$ cat src/rtl/inst_loader.sv
// -----------------------------------------------------------------------------
// inst_loader
// Upstream feeder of the instruction-fetch stage. Takes a program arriving as
// a byte stream from the UART receiver and writes it byte-by-byte into
// instruction memory. When a complete word equal to HALT_WORD arrives, it
// releases the PC so fetch starts at address 0. If memory fills before HALT
// arrives, it flags overflow.
//
// Ports:
//   i_clock             system clock, rising edge
//   i_reset             asynchronous active-low reset
//   i_start             one-cycle pulse: begin (or restart) a load
//   i_rx_data           received byte
//   i_rx_valid          one-cycle pulse: i_rx_data valid this cycle
//   o_write_enable      instruction-memory write strobe
//   o_write_data        byte to write
//   o_write_addr        byte address of the write
//   o_instru_mem_enable instruction-memory enable (always on)
//   o_pc_reset          high = hold PC at 0
//   o_pc_enable         high = PC may advance
//   o_load_done         high while in DONE
//   o_overflow          high while in ERROR
//   o_word_count        complete words written in this load, HALT included
// -----------------------------------------------------------------------------
module inst_loader #(
  parameter int          INSTMEM_SIZE = 8,
  parameter int          MEM_SIZE     = 8,
  parameter logic [31:0] HALT_WORD    = 32'hFFFFFFFF
) (
  input  logic                    i_clock,
  input  logic                    i_reset,
  input  logic                    i_start,
  input  logic [MEM_SIZE-1:0]     i_rx_data,
  input  logic                    i_rx_valid,
  output logic                    o_write_enable,
  output logic [MEM_SIZE-1:0]     o_write_data,
  output logic [INSTMEM_SIZE-1:0] o_write_addr,
  output logic                    o_instru_mem_enable,
  output logic                    o_pc_reset,
  output logic                    o_pc_enable,
  output logic                    o_load_done,
  output logic                    o_overflow,
  output logic [INSTMEM_SIZE-2:0] o_word_count
);

  typedef enum logic [1:0] {IDLE, LOAD, DONE, ERROR} state_t;

  localparam logic [INSTMEM_SIZE-1:0] ADDR_MAX = '1;
  localparam logic [INSTMEM_SIZE-1:0] ADDR_ONE = {{(INSTMEM_SIZE-1){1'b0}}, 1'b1};
  localparam logic [INSTMEM_SIZE-2:0] WC_ONE   = {{(INSTMEM_SIZE-2){1'b0}}, 1'b1};

  state_t                    state_q;
  logic [INSTMEM_SIZE-1:0]   addr_q;
  logic [1:0]                byte_idx_q;
  // Only the three previously received bytes need to be kept; the current
  // byte completes the word combinationally.
  logic [3*MEM_SIZE-1:0]     shift_q;

  logic [4*MEM_SIZE-1:0]     word_d;
  logic                      word_done;
  logic                      halt_hit;

  assign word_d    = {shift_q, i_rx_data};
  assign word_done = (byte_idx_q == 2'd3);
  assign halt_hit  = word_done && (word_d == HALT_WORD);

  assign o_instru_mem_enable = 1'b1;

  always_ff @(posedge i_clock or negedge i_reset) begin
    if (!i_reset) begin
      state_q        <= IDLE;
      addr_q         <= '0;
      byte_idx_q     <= 2'd0;
      shift_q        <= '0;
      o_word_count   <= '0;
      o_write_enable <= 1'b0;
      o_write_data   <= '0;
      o_write_addr   <= '0;
      o_pc_reset     <= 1'b1;
      o_pc_enable    <= 1'b0;
      o_load_done    <= 1'b0;
      o_overflow     <= 1'b0;
    end else begin
      // The strobe is a single-cycle pulse following an accepted byte.
      o_write_enable <= 1'b0;

      if (i_start) begin
        // Start wins over any byte arriving in the same cycle.
        state_q      <= LOAD;
        addr_q       <= '0;
        byte_idx_q   <= 2'd0;
        shift_q      <= '0;
        o_word_count <= '0;
        o_pc_reset   <= 1'b1;
        o_pc_enable  <= 1'b0;
        o_load_done  <= 1'b0;
        o_overflow   <= 1'b0;
      end else begin
        case (state_q)
          LOAD: begin
            if (i_rx_valid) begin
              o_write_enable <= 1'b1;
              o_write_data   <= i_rx_data;
              o_write_addr   <= addr_q;
              shift_q        <= word_d[3*MEM_SIZE-1:0];
              byte_idx_q     <= byte_idx_q + 2'd1;
              if (word_done) begin
                o_word_count <= o_word_count + WC_ONE;
              end
              if (halt_hit) begin
                state_q     <= DONE;
                o_load_done <= 1'b1;
                o_pc_reset  <= 1'b0;
                o_pc_enable <= 1'b1;
              end else if (addr_q == ADDR_MAX) begin
                // Last location written without HALT: stop rather than wrap.
                state_q    <= ERROR;
                o_overflow <= 1'b1;
              end else begin
                addr_q <= addr_q + ADDR_ONE;
              end
            end
          end
          default: begin
            // IDLE, DONE and ERROR ignore incoming bytes and hold outputs.
          end
        endcase
      end
    end
  end

endmodule

$ cat config.mk
export PLATFORM = sky130hd
export DESIGN_NAME = inst_loader
export DESIGN_NICKNAME = d
export VERILOG_FILES = /design/src/rtl/inst_loader.sv
export SDC_FILE = /design/constraint.sdc
export NUM_CORES = 1
export LEC_CHECK = 0
export CAP_MARGIN = 30
export CORE_UTILIZATION = 38
export DETAILED_ROUTE_END_ITERATION = 8
export PLACE_DENSITY = 0.57
export SYNTH_ARGS = -nofsm -noshare
export SYNTH_HDL_FRONTEND = slang
export SYNTH_SLANG_ARGS = --single-unit
$ cat constraint.sdc
create_clock -name i_clock -period 2.7 [get_ports i_clock]
set_input_delay 0.675 -clock i_clock [delete_from_list [all_inputs] [get_ports i_clock]]
set_output_delay 0.675 -clock i_clock [all_outputs]
set_load 0.02 [all_outputs]
## Word-level counts from Yosys, hierarchy flattened

Cells that the tools add are included.

- Bits in registers: 63
- Output and inout port bits: 29

- $add $sub $neg: 3
- Equality and inequality tests: 6
- Mux-type cells: 36
- Bitwise gates (word level): 1
- Reductions and logical operators: 14

Operators with widths:

| cell | number |
|---|---|
| two-way mux 24 bit | 3 |
| two-way mux 8 bit | 5 |
| == test 32 bit, second input constant | 1 |
| two-way mux 7 bit | 4 |
| two-way mux 1 bit | 16 |
| two-way mux 2 bit | 8 |
| AND reduction 3 bit | 4 |
| nonzero test 2 bit | 5 |
| adder 8 x 1 -> 8 bit, second input constant | 1 |
| == test 8 bit, second input constant | 1 |
| AND reduction 4 bit | 2 |
| adder 7 x 1 -> 7 bit, second input constant | 1 |
| inequality test 2 bit, second input constant | 2 |
| nonzero test 3 bit | 1 |
| adder 2 x 1 -> 2 bit, second input constant | 1 |
| == test 2 x 1 -> 1 bit, second input constant | 1 |
| == test 2 bit, second input constant | 1 |
| AND reduction 2 bit | 1 |
| logical AND 1 bit | 1 |
| inverter 1 bit | 1 |

## Logic depth before layout (Yosys ltp)

Gate-level depths: netlist (run 1).

- Depth after elaboration: 6
- Gate-level depth with buffers: 8

## Worst setup path after synthesis (run 1)

Ideal clock, no wire load.

- Path kind: in2reg
- From: in i_rx_valid
- To: reg o_write_data[0]
- Library setup time: 0.125 ns
- Arrival: 1.702 ns
- Required time: 2.575 ns
- Setup slack: 0.873 ns
- Cell stages on the path: 4
- Buffers on the path: 1
- Path through: nand3b_1 nor2_2 buf_6 mux2_2

- Longest elaborated chain between the ends: 1

RTL lines:

| what | line | RTL |
|---|---|---|
| start, declared | 34 | `input logic i_rx_valid,` |
| AND reduction 3 bit (no line) | -- |  |
| end signal, assigned | 103 | `o_write_data <= i_rx_data;` |
| end, declared | 36 | `output logic [MEM_SIZE-1:0] o_write_data,` |

Every way passes these cells.
A chain may end at the register's enable or synchronous reset.

## Final worst setup path (run 1)

- From: in i_rx_data[3]
- To: reg addr_q[4]

- Longest elaborated chain between the ends: 4

RTL lines:

| what | line | RTL |
|---|---|---|
| start, declared | 33 | `input logic [MEM_SIZE-1:0] i_rx_data,` |
| == test 32 bit | 65 | `assign halt_hit = word_done && (word_d == HALT_WORD);` |
| logical AND 1 bit | 65 |  |
| inequality test 2 bit (no line) | -- |  |
| AND reduction 4 bit (no line) | -- |  |
| end signal, assigned | 120 | `addr_q <= addr_q + ADDR_ONE;` |
| end, declared | 53 | `logic [INSTMEM_SIZE-1:0] addr_q;` |

Every way passes these cells.

==> run_summary.xml, run 1 <==
<?xml version="1.0" encoding="UTF-8"?>
<metrics>
  <group name="finish">
    <metric name="fillCellCount" unit="">682</metric>
    <metric name="layout.cells.most_common_list" unit="">sky130_fd_sc_hd__dfrtp_1, sky130_fd_sc_hd__nand2_1, sky130_fd_sc_hd__clkdlybuf4s50_1</metric>
    <metric name="ratio_of_cells_with_drive_above_1_in_the_final_layout" unit="%">15.43</metric>
    <metric name="finalNonFillerCells" unit="">407</metric>
    <metric name="layout_commonest_cell" unit="">sky130_fd_sc_hd__dfrtp_1</metric>
    <metric name="multiInputGateArea" unit="sq um">1072</metric>
    <metric name="antenna_cells_inserted" unit="">0</metric>
    <metric name="layout.core_utilization" unit="%">49.44</metric>
    <metric name="fin_area" unit="sq um">3415</metric>
    <metric name="syn2layout_area_growth" unit="%">24.05</metric>
    <metric name="fin_nets" unit="">321</metric>
    <metric name="final-seq-area" unit="sq um">1578</metric>
  </group>
  <group name="min_path">
    <metric name="worst_hold_path_class" unit="">in2async</metric>
  </group>
  <group name="floorplan">
    <metric name="chipWidth" unit="microns">87.11</metric>
    <metric name="floorplan.die_area" unit="sq um">7588</metric>
    <metric name="die_h" unit="microns">87.11</metric>
    <metric name="initial_utilization" unit="%">39.86</metric>
    <metric name="fp.coreArea" unit="sq um">6907</metric>
    <metric name="rows" unit="">30</metric>
    <metric name="design.portCount" unit="">41</metric>
  </group>
  <group name="sta">
    <metric name="report.final.setup_viol" unit="">0</metric>
    <metric name="timing.hold.ws" unit="ns">0.3327</metric>
    <metric name="period_utilization" unit="%">80.83</metric>
    <metric name="slew_headroom" unit="%">61.72</metric>
    <metric name="transition_time_of_the_tightest_slew_check_pin" unit="ns">0.5742</metric>
    <metric name="min_period" unit="ns">2.182</metric>
    <metric name="worst_case_clock_skew" unit="ns">0.006323</metric>
    <metric name="setup-tns-final" unit="ns">0</metric>
    <metric name="rsz_0062_raised_after_global_routing" unit="">no</metric>
    <metric name="max_freq" unit="MHz">458.2</metric>
    <metric name="hold_violations" unit="">0</metric>
    <metric name="slew_viol_final" unit="">0</metric>
  </group>
  <group name="pwr">
    <metric name="power.leakage" unit="nW">1.464</metric>
    <metric name="internal-power" unit="mW">1.462</metric>
    <metric name="power_switching_share" unit="%">24.95</metric>
    <metric name="vdd_ir_drop_max" unit="uV">311.3</metric>
    <metric name="power_density" unit="nW/um^2">570.7</metric>
    <metric name="p_sw" unit="mW">0.4861</metric>
    <metric name="p_seq_share" unit="%">51.9</metric>
    <metric name="share_of_power_burned_in_the_clock_network" unit="%">36.9</metric>
    <metric name="combPwrFrac" unit="%">11.3</metric>
  </group>
  <group name="drt">
    <metric name="detail_route.wl_per_cell" unit="microns">13.72</metric>
    <metric name="drt_pre_antenna_iters" unit="">5</metric>
    <metric name="route.detailed.drc" unit="">0</metric>
    <metric name="drt_first_iter_violations" unit="">112</metric>
    <metric name="route.final.wire_length" unit="microns">5583</metric>
    <metric name="routed-via-count" unit="">2009</metric>
    <metric name="vias_per_cell" unit="">4.936</metric>
    <metric name="detail-route-antenna-nets" unit="">0</metric>
  </group>
  <group name="synthesis">
    <metric name="total_nets_after_synthesis" unit="">278</metric>
    <metric name="number_of_distinct_library_cells_after_synthesis" unit="">40</metric>
    <metric name="post_synth.cell_area_avg" unit="sq um">10.47</metric>
    <metric name="asyncSetResetFlopFracSynth" unit="%">100.0</metric>
    <metric name="synthesis.yosys.warnings" unit="">0</metric>
    <metric name="yosysSeqAreaShare" unit="%">57.32</metric>
    <metric name="post_synth_inst_count" unit="">263</metric>
    <metric name="ys_ff_latch" unit="">63</metric>
    <metric name="number_of_enable_type_register_cells_in_the_synthesized_netlist" unit="">0</metric>
    <metric name="synth_cell_area" unit="sq um">2753</metric>
    <metric name="synth_top_flop_cell" unit="">sky130_fd_sc_hd__dfrtp_1</metric>
  </group>
  <group name="grt">
    <metric name="gr-total-overflow" unit="">0</metric>
    <metric name="grt_pass1_wl" unit="microns">9473</metric>
    <metric name="track_usage" unit="%">16.67</metric>
    <metric name="grt_start_max_net_pins" unit="">41</metric>
    <metric name="grt_antenna_before_repair" unit="">0</metric>
    <metric name="grt_pass1_vias" unit="">1964</metric>
  </group>
  <group name="clocking">
    <metric name="cts_tree" unit="">built</metric>
    <metric name="post_cts.repair.setup_buffers" unit="">0</metric>
    <metric name="post_cts_hold_buffer_count" unit="">0</metric>
    <metric name="insertion_delay" unit="ns">0.33</metric>
    <metric name="clk_pin_slew" unit="ns">0.07</metric>
    <metric name="htree_num_levels" unit="">3</metric>
    <metric name="cts_buffers" unit="">9</metric>
    <metric name="cts_max_path_buffers" unit="">2</metric>
    <metric name="post_cts_resized" unit="">0</metric>
    <metric name="sinks_on_clock_net" unit="">63</metric>
    <metric name="cts_root_buffer" unit="">sky130_fd_sc_hd__clkbuf_8</metric>
  </group>
  <group name="critical_path">
    <metric name="critical_path.top_delay_family" unit="">simple AND/OR/NAND/NOR gates</metric>
    <metric name="critical_path.cell_chain" unit="">clkdlybuf4s50_1, nand4_1, nor4_1, and3_1, buf_4, or4_1, a21oi_1</metric>
    <metric name="setup.reg_to_reg.worst_slack" unit="ns">0.76</metric>
    <metric name="worstSetupStartpointType" unit="">primary input</metric>
    <metric name="critical_path_arrival" unit="ns">2.38</metric>
    <metric name="crit_path_max_fanout" unit="">12</metric>
    <metric name="r2r.worst_path.cells" unit="">7</metric>
    <metric name="critPathRequiredTime" unit="ns">2.90</metric>
    <metric name="crit_reg_reg_startpoint" unit="">byte_idx_q[0]</metric>
    <metric name="setup.worst_path.class" unit="">in2reg</metric>
    <metric name="critical_path_start" unit="">i_rx_data[3]</metric>
    <metric name="critical_path.max_stage_delay" unit="ns">0.51</metric>
    <metric name="worst_r2r_endpoint" unit="">addr_q[4]</metric>
    <metric name="worst-path-buf-inv" unit="">2</metric>
    <metric name="cp-end-kind" unit="">flip-flop</metric>
    <metric name="worst_path_max_delay_cell" unit="">sky130_fd_sc_hd__clkdlybuf4s50_1</metric>
  </group>
  <group name="run_status">
    <metric name="status" unit="">finished clean</metric>
  </group>
  <group name="place">
    <metric name="gp_routability_congestion" unit="">0.7605</metric>
    <metric name="numPortBuffers" unit="">39</metric>
    <metric name="hpwlAfterDp" unit="microns">3753</metric>
    <metric name="dp_cells" unit="">391</metric>
    <metric name="detailed_place.area" unit="sq um">3239</metric>
  </group>
  <group name="flow_run">
    <metric name="max_cap_check_violation_count" unit="">0</metric>
  </group>
</metrics>
==> power by group through the flow <==
stage / Sequential (mW) / Clock [mW] / Combinational, mW
after floorplan: 1.05 / 0 / 0.0837
after global placement: 1.03 / 0 / 0.222
after detailed placement: 1.03 / 0 / 0.224
after CTS: 1.01 / 0.748 / 0.225
after global routing: 1.02 / 0.789 / 0.241
final: 1.01 / 0.718 / 0.220
==> sequential cells by signal, indices dropped and copies added (netlist names) <==
signal          cells
o_write_enable      1
o_word_count        7
o_write_data        8
byte_idx_q          2
o_write_addr        8
o_load_done         1
state_q             2
o_overflow          1
o_pc_reset          1
shift_q            24
addr_q              8
==> cell usage after synthesis, types with 2 or more instances <==
cell type	count	area, sq um
sky130_fd_sc_hd__buf_4	2	15.01
sky130_fd_sc_hd__xnor2_1	2	17.52
sky130_fd_sc_hd__o21ai_1	3	15.01
sky130_fd_sc_hd__nand2_1	55	206.5
sky130_fd_sc_hd__clkbuf_1	7	26.28
sky130_fd_sc_hd__dfrtp_1	62	1551
sky130_fd_sc_hd__nor2_1	13	48.80
sky130_fd_sc_hd__buf_6	2	22.52
sky130_fd_sc_hd__nand3_1	7	35.03
sky130_fd_sc_hd__a21o_1	2	15.01
sky130_fd_sc_hd__nor4_1	2	12.51
sky130_fd_sc_hd__a21oi_1	35	175.2
sky130_fd_sc_hd__and3_1	4	25.02
sky130_fd_sc_hd__or4_1	3	22.52
sky130_fd_sc_hd__ha_1	3	37.54
sky130_fd_sc_hd__o31ai_1	3	22.52
sky130_fd_sc_hd__nand2b_1	2	12.51
sky130_fd_sc_hd__or3_1	3	18.77
sky130_fd_sc_hd__nand4_1	9	56.30
sky130_fd_sc_hd__mux2_2	16	180.2
sky130_fd_sc_hd__nor2_2	2	12.51
sky130_fd_sc_hd__xor2_1	5	43.79
sky130_fd_sc_hd__buf_2	4	20.02
==> per-layer routing <==
| layer | global-route usage, % | vias to the layer above | wire length [microns] |
|---|---|---|---|
| met4 | 7.750 | 0 | 85 |
| met5 | 0 | - | 0 |
| met3 | 4.455 | 5 | 162 |
| li1 | - | 988 | - |
| met2 | 25.05 | 38 | 2620 |
| met1 | 22.52 | 978 | 2714 |
==> area by class of cell <==
type | instances | share of cell area (%)
Clock buffer | 12 | 4.544
Timing Repair Buffer | 48 | 13.63
Tap cell | 96 | 3.518
Sequential cell | 63 | 46.21
Inverter | 1 | 0.1099
Multi-Input combinational cell | 183 | 31.40
Clock inverter | 4 | 0.5863
==> cells by family after synthesis <==
kind of cell / share of synthesized area, %
buf+inv: 3.727
simple gates: 18.77
compound gates: 9.000
other cells: 0.1362
mux: 7.454
fa+ha+maj: 1.364
xor+xnor: 2.227
flops: 57.32
==> per-stage QoR <==
step | power, mW | setup slack, ns
floorplan | 1.138 | 0.8727
global placement | 1.250 | 0.2406
detailed placement | 1.252 | 0.1788
CTS | 1.984 | 0.5333
global route | 2.047 | 0.4226
finish | 1.949 | 0.5176
==> worst max path at each step <==
| stage | end | slack [ns] | cells after the start |
|---|---|---|---|
| 2_1_floorplan | o_write_data[0] | 0.87 | 4 |
| 3_3_place_gp | addr_q[4] | 0.24 | 7 |
| 3_5_place_dp | addr_q[4] | 0.18 | 7 |
| 4_1_cts | addr_q[4] | 0.53 | 7 |
| 5_1_grt | addr_q[5] | 0.42 | 7 |
| 6_report | addr_q[4] | 0.52 | 7 |
No activity file was read; power rests on OpenSTA's default activity.
==> inputs of run 2 (changes only) <==
--- a/config.mk
+++ b/config.mk
@@ -8,7 +8,7 @@
 export CAP_MARGIN = 30
 export CORE_UTILIZATION = 38
 export DETAILED_ROUTE_END_ITERATION = 8
-export PLACE_DENSITY = 0.57
+export PLACE_DENSITY = 0.6
 export SYNTH_ARGS = -nofsm -noshare
 export SYNTH_HDL_FRONTEND = slang
 export SYNTH_SLANG_ARGS = --single-unit
==> constraint.sdc (replaced) <==
create_clock -name i_clock -period 1.9 [get_ports i_clock]
set_input_delay 0.475 -clock i_clock [delete_from_list [all_inputs] [get_ports i_clock]]
set_output_delay 0.475 -clock i_clock [all_outputs]
set_load 0.02 [all_outputs]
==> run 2 against run 1 <==
Effect of this change:
- critical path depth is 6 lower
- wire length rose by 3.5%
- final area is 5.2% higher
- total power increased by 48%
- core utilization up 2.6 points
- first-iteration DRC count is 36% higher
- hold slack got worse by 0.18 ns
- global-route usage rose by 0.76 points
- count of clock-buffer cells in the layout fell by 2
- clock skew is 0.0010 ns higher
- combinational power up 54%
- worst setup slack worse by 0.46 ns
- critical endpoint is now o_word_count[0]
==> run_summary.xml, run 2 (synthesized netlist as in run 1, its figures left out) <==
<?xml version="1.0" encoding="UTF-8"?>
<metrics>
  <group name="sta">
    <metric name="slew_viol_final" unit="">0</metric>
    <metric name="setup-tns-final" unit="ns">0</metric>
    <metric name="rsz_0062_raised_after_global_routing" unit="">no</metric>
    <metric name="report.final.setup_viol" unit="">0</metric>
    <metric name="worst_case_clock_skew" unit="ns">0.007342</metric>
    <metric name="period_utilization" unit="%">96.92</metric>
    <metric name="layout_setup_ws" unit="ns">0.05843</metric>
    <metric name="min_period" unit="ns">1.842</metric>
    <metric name="max_freq" unit="MHz">543.0</metric>
    <metric name="hold_violations" unit="">0</metric>
  </group>
  <group name="finish">
    <metric name="fillCellCount" unit="">660</metric>
    <metric name="syn2layout_area_growth" unit="%">30.50</metric>
    <metric name="layout.cells.most_common_list" unit="">sky130_fd_sc_hd__dfrtp_1, sky130_fd_sc_hd__nand2_1, sky130_fd_sc_hd__clkdlybuf4s50_1</metric>
    <metric name="fin_nets" unit="">339</metric>
    <metric name="ratio_of_cells_with_drive_above_1_in_the_final_layout" unit="%">21.28</metric>
    <metric name="number_of_flip_flops_under_the_largest_register_name" unit="">24</metric>
    <metric name="top_register" unit="">shift_q</metric>
    <metric name="layout_commonest_cell" unit="">sky130_fd_sc_hd__dfrtp_1</metric>
    <metric name="antenna_cells_inserted" unit="">0</metric>
    <metric name="final-seq-area" unit="sq um">1578</metric>
    <metric name="multiInputGateArea" unit="sq um">1090</metric>
  </group>
  <group name="place">
    <metric name="hpwlAfterDp" unit="microns">3870</metric>
    <metric name="gp_routability_congestion" unit="">0.7607</metric>
    <metric name="numPortBuffers" unit="">39</metric>
    <metric name="dpl_worst_slack" unit="ns">-0.3196</metric>
  </group>
  <group name="critical_path">
    <metric name="worst_path_max_delay_cell" unit="">sky130_fd_sc_hd__clkdlybuf4s50_1</metric>
    <metric name="setup.worst_path.class" unit="">reg2out</metric>
    <metric name="critPathRequiredTime" unit="ns">1.42</metric>
    <metric name="critical_path.top_delay_family" unit="">buffers and inverters</metric>
    <metric name="cp-end-kind" unit="">output pin</metric>
    <metric name="worstSetupStartpointType" unit="">flip-flop</metric>
    <metric name="crit_path_max_fanout" unit="">4</metric>
    <metric name="setup.reg_to_reg.worst_slack" unit="ns">0.08</metric>
    <metric name="worst-path-buf-inv" unit="">1</metric>
    <metric name="critical_path_arrival" unit="ns">1.37</metric>
    <metric name="critical_path.cell_chain" unit="">clkdlybuf4s50_1</metric>
    <metric name="critical_path.max_stage_delay" unit="ns">0.63</metric>
  </group>
  <group name="drt">
    <metric name="vias_per_cell" unit="">4.882</metric>
    <metric name="detail-route-antenna-nets" unit="">0</metric>
    <metric name="drt_first_iter_violations" unit="">152</metric>
    <metric name="detail_route.wl_per_cell" unit="microns">13.59</metric>
    <metric name="top_signal_layer_used" unit="">met4</metric>
    <metric name="dr_wl_met3" unit="microns">288</metric>
    <metric name="drt-met1-wl" unit="microns">2871</metric>
    <metric name="drt_pre_antenna_iters" unit="">5</metric>
    <metric name="routed-wl-met2" unit="microns">2585</metric>
    <metric name="route.final.wire_length" unit="microns">5777</metric>
    <metric name="routed-via-count" unit="">2075</metric>
    <metric name="route.detailed.drc" unit="">0</metric>
  </group>
  <group name="grt">
    <metric name="grt_pass1_vias" unit="">2092</metric>
    <metric name="grt_antenna_before_repair" unit="">0</metric>
    <metric name="gr-total-overflow" unit="">0</metric>
    <metric name="grt_pass1_wl" unit="microns">10030</metric>
    <metric name="track_usage" unit="%">17.43</metric>
    <metric name="grt_start_max_net_pins" unit="">64</metric>
  </group>
  <group name="floorplan">
    <metric name="fp.coreArea" unit="sq um">6907</metric>
    <metric name="rows" unit="">30</metric>
    <metric name="die_h" unit="microns">87.11</metric>
    <metric name="chipWidth" unit="microns">87.11</metric>
    <metric name="design.portCount" unit="">41</metric>
    <metric name="initial_utilization" unit="%">39.86</metric>
    <metric name="floorplan.die_area" unit="sq um">7588</metric>
  </group>
  <group name="run_status">
    <metric name="status" unit="">finished clean</metric>
  </group>
  <group name="clocking">
    <metric name="insertion_delay" unit="ns">0.33</metric>
    <metric name="cts_max_path_buffers" unit="">2</metric>
    <metric name="clk_pin_slew" unit="ns">0.07</metric>
    <metric name="sinks_on_clock_net" unit="">63</metric>
    <metric name="htree_num_levels" unit="">3</metric>
    <metric name="cts_root_buffer" unit="">sky130_fd_sc_hd__clkbuf_8</metric>
    <metric name="post_cts_hold_buffer_count" unit="">0</metric>
    <metric name="cts_tree" unit="">built</metric>
    <metric name="cts_buffers" unit="">9</metric>
  </group>
  <group name="min_path">
    <metric name="worst_hold_path_class" unit="">in2async</metric>
  </group>
  <group name="pwr">
    <metric name="power_density" unit="nW/um^2">801.2</metric>
    <metric name="power.leakage" unit="nW">1.546</metric>
    <metric name="vdd_ir_drop_max" unit="uV">317.6</metric>
  </group>
  <group name="flow_run">
    <metric name="max_cap_check_violation_count" unit="">0</metric>
  </group>
</metrics>
-- run 2: layout make-up --
cell class              count  share of cell area [%]
well taps                  96                   3.344
repair buffers             66                   17.03
clock inverters             6                   1.707
multi-input cells         183                   30.34
clock buffers              10                   3.553
inverters                   1                  0.1045
flip-flops and latches     63                   43.92
-- run 2: timing repair --
item                       4_1_cts  5_1_grt
setup endpoints to repair        2       12
buffers inserted                 0        0
gates cloned                     0        0
pin swaps                        0        5
gates resized for setup          2        4
-- run 2: final timing paths --
path | from | endpoint | depth (start not counted)
max | o_word_count[0] | o_word_count[0] | 1
min | i_reset | o_write_addr[1] | 2
max reg2reg | byte_idx_q[0] | addr_q[4] | 7
min reg2reg | o_write_addr[6] | o_write_addr[6] | 1
max in group asynchronous | i_reset | o_pc_reset | 2
min in group i_clock | o_write_addr[6] | o_write_addr[6] | 1
-- run 2: power breakdown --
| part | internal, mW | switching (mW) | total (mW) |
|---|---|---|---|
| clock | 0.601 | 0.502 | 1.10 |
| sequential | 1.40 | 0.0369 | 1.44 |
| combinational | 0.164 | 0.174 | 0.338 |
| total | 2.16 | 0.714 | 2.88 |
-- run 2: per-stage QoR --
step           hold WS (ns)  instance area [sq um]  total power [mW]  utilization (%)  std cells
2_1_floorplan        0.1794                   2753             1.617                -        263
3_3_place_gp         0.4820                   3387             1.801            49.04        409
3_5_place_dp         0.4884                   3387             1.804            49.04        409
4_1_cts              0.1548                   3577             2.921            51.79        425
5_1_grt              0.1610                   3592             3.023            52.01        425
6_report             0.1491                   3592             2.878            52.01        425
-- run 2: metal layers --
layer	vias up	track usage (%)
li1	1029	-
met1	997	24.46
met2	47	25.98
met3	2	5.308
met4	0	5.365
met5	-	0
==> inputs of run 3 (changes only) <==
--- a/config.mk
+++ b/config.mk
@@ -6,6 +6,7 @@
 export NUM_CORES = 1
 export LEC_CHECK = 0
 export CAP_MARGIN = 30
+export CORE_MARGIN = 2
 export CORE_UTILIZATION = 38
 export DETAILED_ROUTE_END_ITERATION = 8
 export PLACE_DENSITY = 0.6
==> run 3 against run 2 <==
Effect of this change:
- wire length rose by 4.1%
- flip-flop and latch count did not move
- count of clock-buffer cells in the layout rose by 2
- sequential power barely moved
- non-clock buffer count rose by 2
- final cell count rose by 0.94%
- critical path type is now in2reg
==> run_summary.xml, run 3 (synthesized netlist as in run 1, its figures left out) <==
<?xml version="1.0" encoding="UTF-8"?>
<metrics>
  <group name="run_status">
    <metric name="status" unit="">finished clean</metric>
  </group>
  <group name="sta">
    <metric name="report.final.setup_viol" unit="">0</metric>
    <metric name="max_freq" unit="MHz">536.1</metric>
    <metric name="worst_case_clock_skew" unit="ns">0.006492</metric>
    <metric name="timing.hold.ws" unit="ns">0.1289</metric>
    <metric name="slew_viol_final" unit="">0</metric>
    <metric name="layout_setup_ws" unit="ns">0.03463</metric>
    <metric name="setup-tns-final" unit="ns">0</metric>
    <metric name="rsz_0062_raised_after_global_routing" unit="">no</metric>
    <metric name="period_utilization" unit="%">98.18</metric>
    <metric name="hold_violations" unit="">0</metric>
    <metric name="min_period" unit="ns">1.865</metric>
  </group>
  <group name="drt">
    <metric name="detail_route.wl_per_cell" unit="microns">14.01</metric>
    <metric name="drt_first_iter_violations" unit="">161</metric>
    <metric name="route.final.wire_length" unit="microns">6011</metric>
    <metric name="vias_per_cell" unit="">4.774</metric>
    <metric name="route.detailed.drc" unit="">0</metric>
    <metric name="drt_pre_antenna_iters" unit="">4</metric>
    <metric name="detail-route-antenna-nets" unit="">0</metric>
    <metric name="routed-via-count" unit="">2048</metric>
  </group>
  <group name="floorplan">
    <metric name="initial_utilization" unit="%">38.57</metric>
    <metric name="rows" unit="">31</metric>
    <metric name="chipWidth" unit="microns">89.11</metric>
    <metric name="fp.coreArea" unit="sq um">7137</metric>
    <metric name="floorplan.die_area" unit="sq um">7941</metric>
    <metric name="design.portCount" unit="">41</metric>
    <metric name="die_h" unit="microns">89.11</metric>
  </group>
  <group name="critical_path">
    <metric name="worst_path_max_delay_cell" unit="">sky130_fd_sc_hd__clkdlybuf4s50_1</metric>
    <metric name="crit_reg_reg_startpoint" unit="">byte_idx_q[0]</metric>
    <metric name="worst-path-buf-inv" unit="">2</metric>
    <metric name="critical_path.cell_chain" unit="">clkdlybuf4s50_1, nand4_1, nor4_1, and3_4, buf_4, nor2_2, mux2_4</metric>
    <metric name="worst_r2r_endpoint" unit="">addr_q[6]</metric>
    <metric name="worstSetupStartpointType" unit="">primary input</metric>
    <metric name="setup.reg_to_reg.worst_slack" unit="ns">0.06</metric>
    <metric name="r2r.worst_path.cells" unit="">7</metric>
    <metric name="critical_path_arrival" unit="ns">2.08</metric>
    <metric name="crit_path_max_fanout" unit="">3</metric>
    <metric name="crit_cells" unit="">7</metric>
    <metric name="cp-end-kind" unit="">flip-flop</metric>
    <metric name="critPathRequiredTime" unit="ns">2.11</metric>
    <metric name="setup.worst_path.class" unit="">in2reg</metric>
    <metric name="critical_path.top_delay_family" unit="">simple AND/OR/NAND/NOR gates</metric>
    <metric name="critical_path.max_stage_delay" unit="ns">0.54</metric>
  </group>
  <group name="clocking">
    <metric name="post_cts_hold_buffer_count" unit="">0</metric>
    <metric name="sinks_on_clock_net" unit="">63</metric>
    <metric name="cts_buffers" unit="">9</metric>
    <metric name="clk_pin_slew" unit="ns">0.07</metric>
    <metric name="cts_root_buffer" unit="">sky130_fd_sc_hd__clkbuf_8</metric>
    <metric name="htree_num_levels" unit="">3</metric>
    <metric name="cts_tree" unit="">built</metric>
    <metric name="cts_max_path_buffers" unit="">2</metric>
    <metric name="insertion_delay" unit="ns">0.33</metric>
  </group>
  <group name="finish">
    <metric name="top_register" unit="">shift_q</metric>
    <metric name="layout.cells.most_common_list" unit="">sky130_fd_sc_hd__dfrtp_1, sky130_fd_sc_hd__nand2_1, sky130_fd_sc_hd__a21oi_1, sky130_fd_sc_hd__clkdlybuf4s50_1, sky130_fd_sc_hd__buf_4</metric>
    <metric name="fillCellCount" unit="">682</metric>
    <metric name="finalNonFillerCells" unit="">429</metric>
    <metric name="layout_commonest_cell" unit="">sky130_fd_sc_hd__dfrtp_1</metric>
    <metric name="antenna_cells_inserted" unit="">0</metric>
    <metric name="final-seq-area" unit="sq um">1578</metric>
    <metric name="fin_nets" unit="">341</metric>
    <metric name="multiInputGateArea" unit="sq um">1100</metric>
    <metric name="number_of_flip_flops_under_the_largest_register_name" unit="">24</metric>
    <metric name="ratio_of_cells_with_drive_above_1_in_the_final_layout" unit="%">21.82</metric>
    <metric name="syn2layout_area_growth" unit="%">33.32</metric>
  </group>
  <group name="pwr">
    <metric name="vdd_ir_drop_max" unit="uV">399.0</metric>
    <metric name="share_of_power_burned_in_the_clock_network" unit="%">42.8</metric>
    <metric name="power_switching_share" unit="%">22.78</metric>
    <metric name="power_density" unit="nW/um^2">847.4</metric>
    <metric name="combPwrFrac" unit="%">11.0</metric>
    <metric name="internal-power" unit="mW">2.402</metric>
    <metric name="power.leakage" unit="nW">1.630</metric>
    <metric name="p_sw" unit="mW">0.7084</metric>
    <metric name="p_seq_share" unit="%">46.2</metric>
  </group>
  <group name="grt">
    <metric name="grt_pass1_wl" unit="microns">10580</metric>
    <metric name="grt_start_max_net_pins" unit="">64</metric>
    <metric name="gr-total-overflow" unit="">0</metric>
    <metric name="grt_pass1_vias" unit="">2066</metric>
    <metric name="grt_antenna_before_repair" unit="">0</metric>
    <metric name="track_usage" unit="%">17.77</metric>
  </group>
  <group name="place">
    <metric name="dpl_worst_slack" unit="ns">-0.4229</metric>
    <metric name="hpwlAfterDp" unit="microns">3953</metric>
    <metric name="dp_cells" unit="">412</metric>
    <metric name="numPortBuffers" unit="">39</metric>
    <metric name="gp_routability_congestion" unit="">0.7840</metric>
  </group>
  <group name="flow_run">
    <metric name="max_cap_check_violation_count" unit="">0</metric>
  </group>
  <group name="min_path">
    <metric name="worst_hold_path_class" unit="">in2async</metric>
  </group>
</metrics>
run 3: changes by cell type in the layout (fill, tap and decap cells not counted), moves of 2 or more:
cell,change
sky130_fd_sc_hd__clkdlybuf4s50_1,-3
sky130_fd_sc_hd__clkbuf_8,+3
sky130_fd_sc_hd__clkinv_2,-2
sky130_fd_sc_hd__dlymetal6s2s_1,+2
run 3: routing by layer:
layer / up-vias / wire length [microns] / track usage [%]
li1: 1034 / - / -
met1: 973 / 2960 / 26.25
met2: 37 / 2801 / 24.71
met3: 4 / 178 / 4.986
met4: 0 / 70 / 6.920
met5: - / 0 / 0
run 3: final cells by class:
type / instances / share of cell area (%)
sequential: 63 / 42.99
multi-input combinational: 183 / 29.97
timing repair buffer: 68 / 17.29
clock buffer: 12 / 4.501
tap: 99 / 3.375
clock inverter: 3 / 1.773
inverter: 1 / 0.1023
run 3: power groups by stage:
| stage | Combinational (mW) | Sequential, mW | Clock, mW |
|---|---|---|---|
| after floorplan | 0.119 | 1.50 | 0 |
| after global placement | 0.340 | 1.46 | 0 |
| after detailed placement | 0.344 | 1.46 | 0 |
| after CTS | 0.344 | 1.44 | 1.38 |
| after global routing | 0.380 | 1.44 | 1.44 |
| final | 0.343 | 1.44 | 1.33 |
run 3: through the flow:
| stage | instance area [sq um] | total power, mW | util (%) |
|---|---|---|---|
| 2_1_floorplan | 2753 | 1.617 | - |
| 4_1_cts | 3628 | 3.159 | 50.84 |
| 3_3_place_gp | 3391 | 1.801 | 47.51 |
| 5_1_grt | 3670 | 3.267 | 51.42 |
| 6_report | 3670 | 3.110 | 51.42 |
| 3_5_place_dp | 3391 | 1.805 | 47.51 |
run 3: worst max path at each step:
stage                              from    endpoint
final                      i_rx_data[5]   addr_q[0]
after global routing      byte_idx_q[0]   addr_q[2]
after CTS                  i_rx_data[1]   addr_q[0]
after detailed placement   i_rx_data[1]  state_q[0]
after global placement     i_rx_data[1]   addr_q[0]
after floorplan           byte_idx_q[0]   addr_q[4]
run 3: worst reg2reg max path, cell delays in order (launching register included):
cell and delay (ns):
sky130_fd_sc_hd__dfrtp_1 0.38, sky130_fd_sc_hd__ha_1 0.22, sky130_fd_sc_hd__nand4_1 0.14, sky130_fd_sc_hd__nor4_4 0.07, sky130_fd_sc_hd__and3_4 0.17, sky130_fd_sc_hd__buf_6 0.14, sky130_fd_sc_hd__or4_1 0.51, sky130_fd_sc_hd__a21oi_1 0.13
run 3: repair_timing:
| item | CTS | global route |
|---|---|---|
| buffers inserted | 0 | 2 |
| pin swaps | 0 | 4 |
| endpoints found under the setup margin | 12 | 12 |
| resized for setup | 4 | 6 |
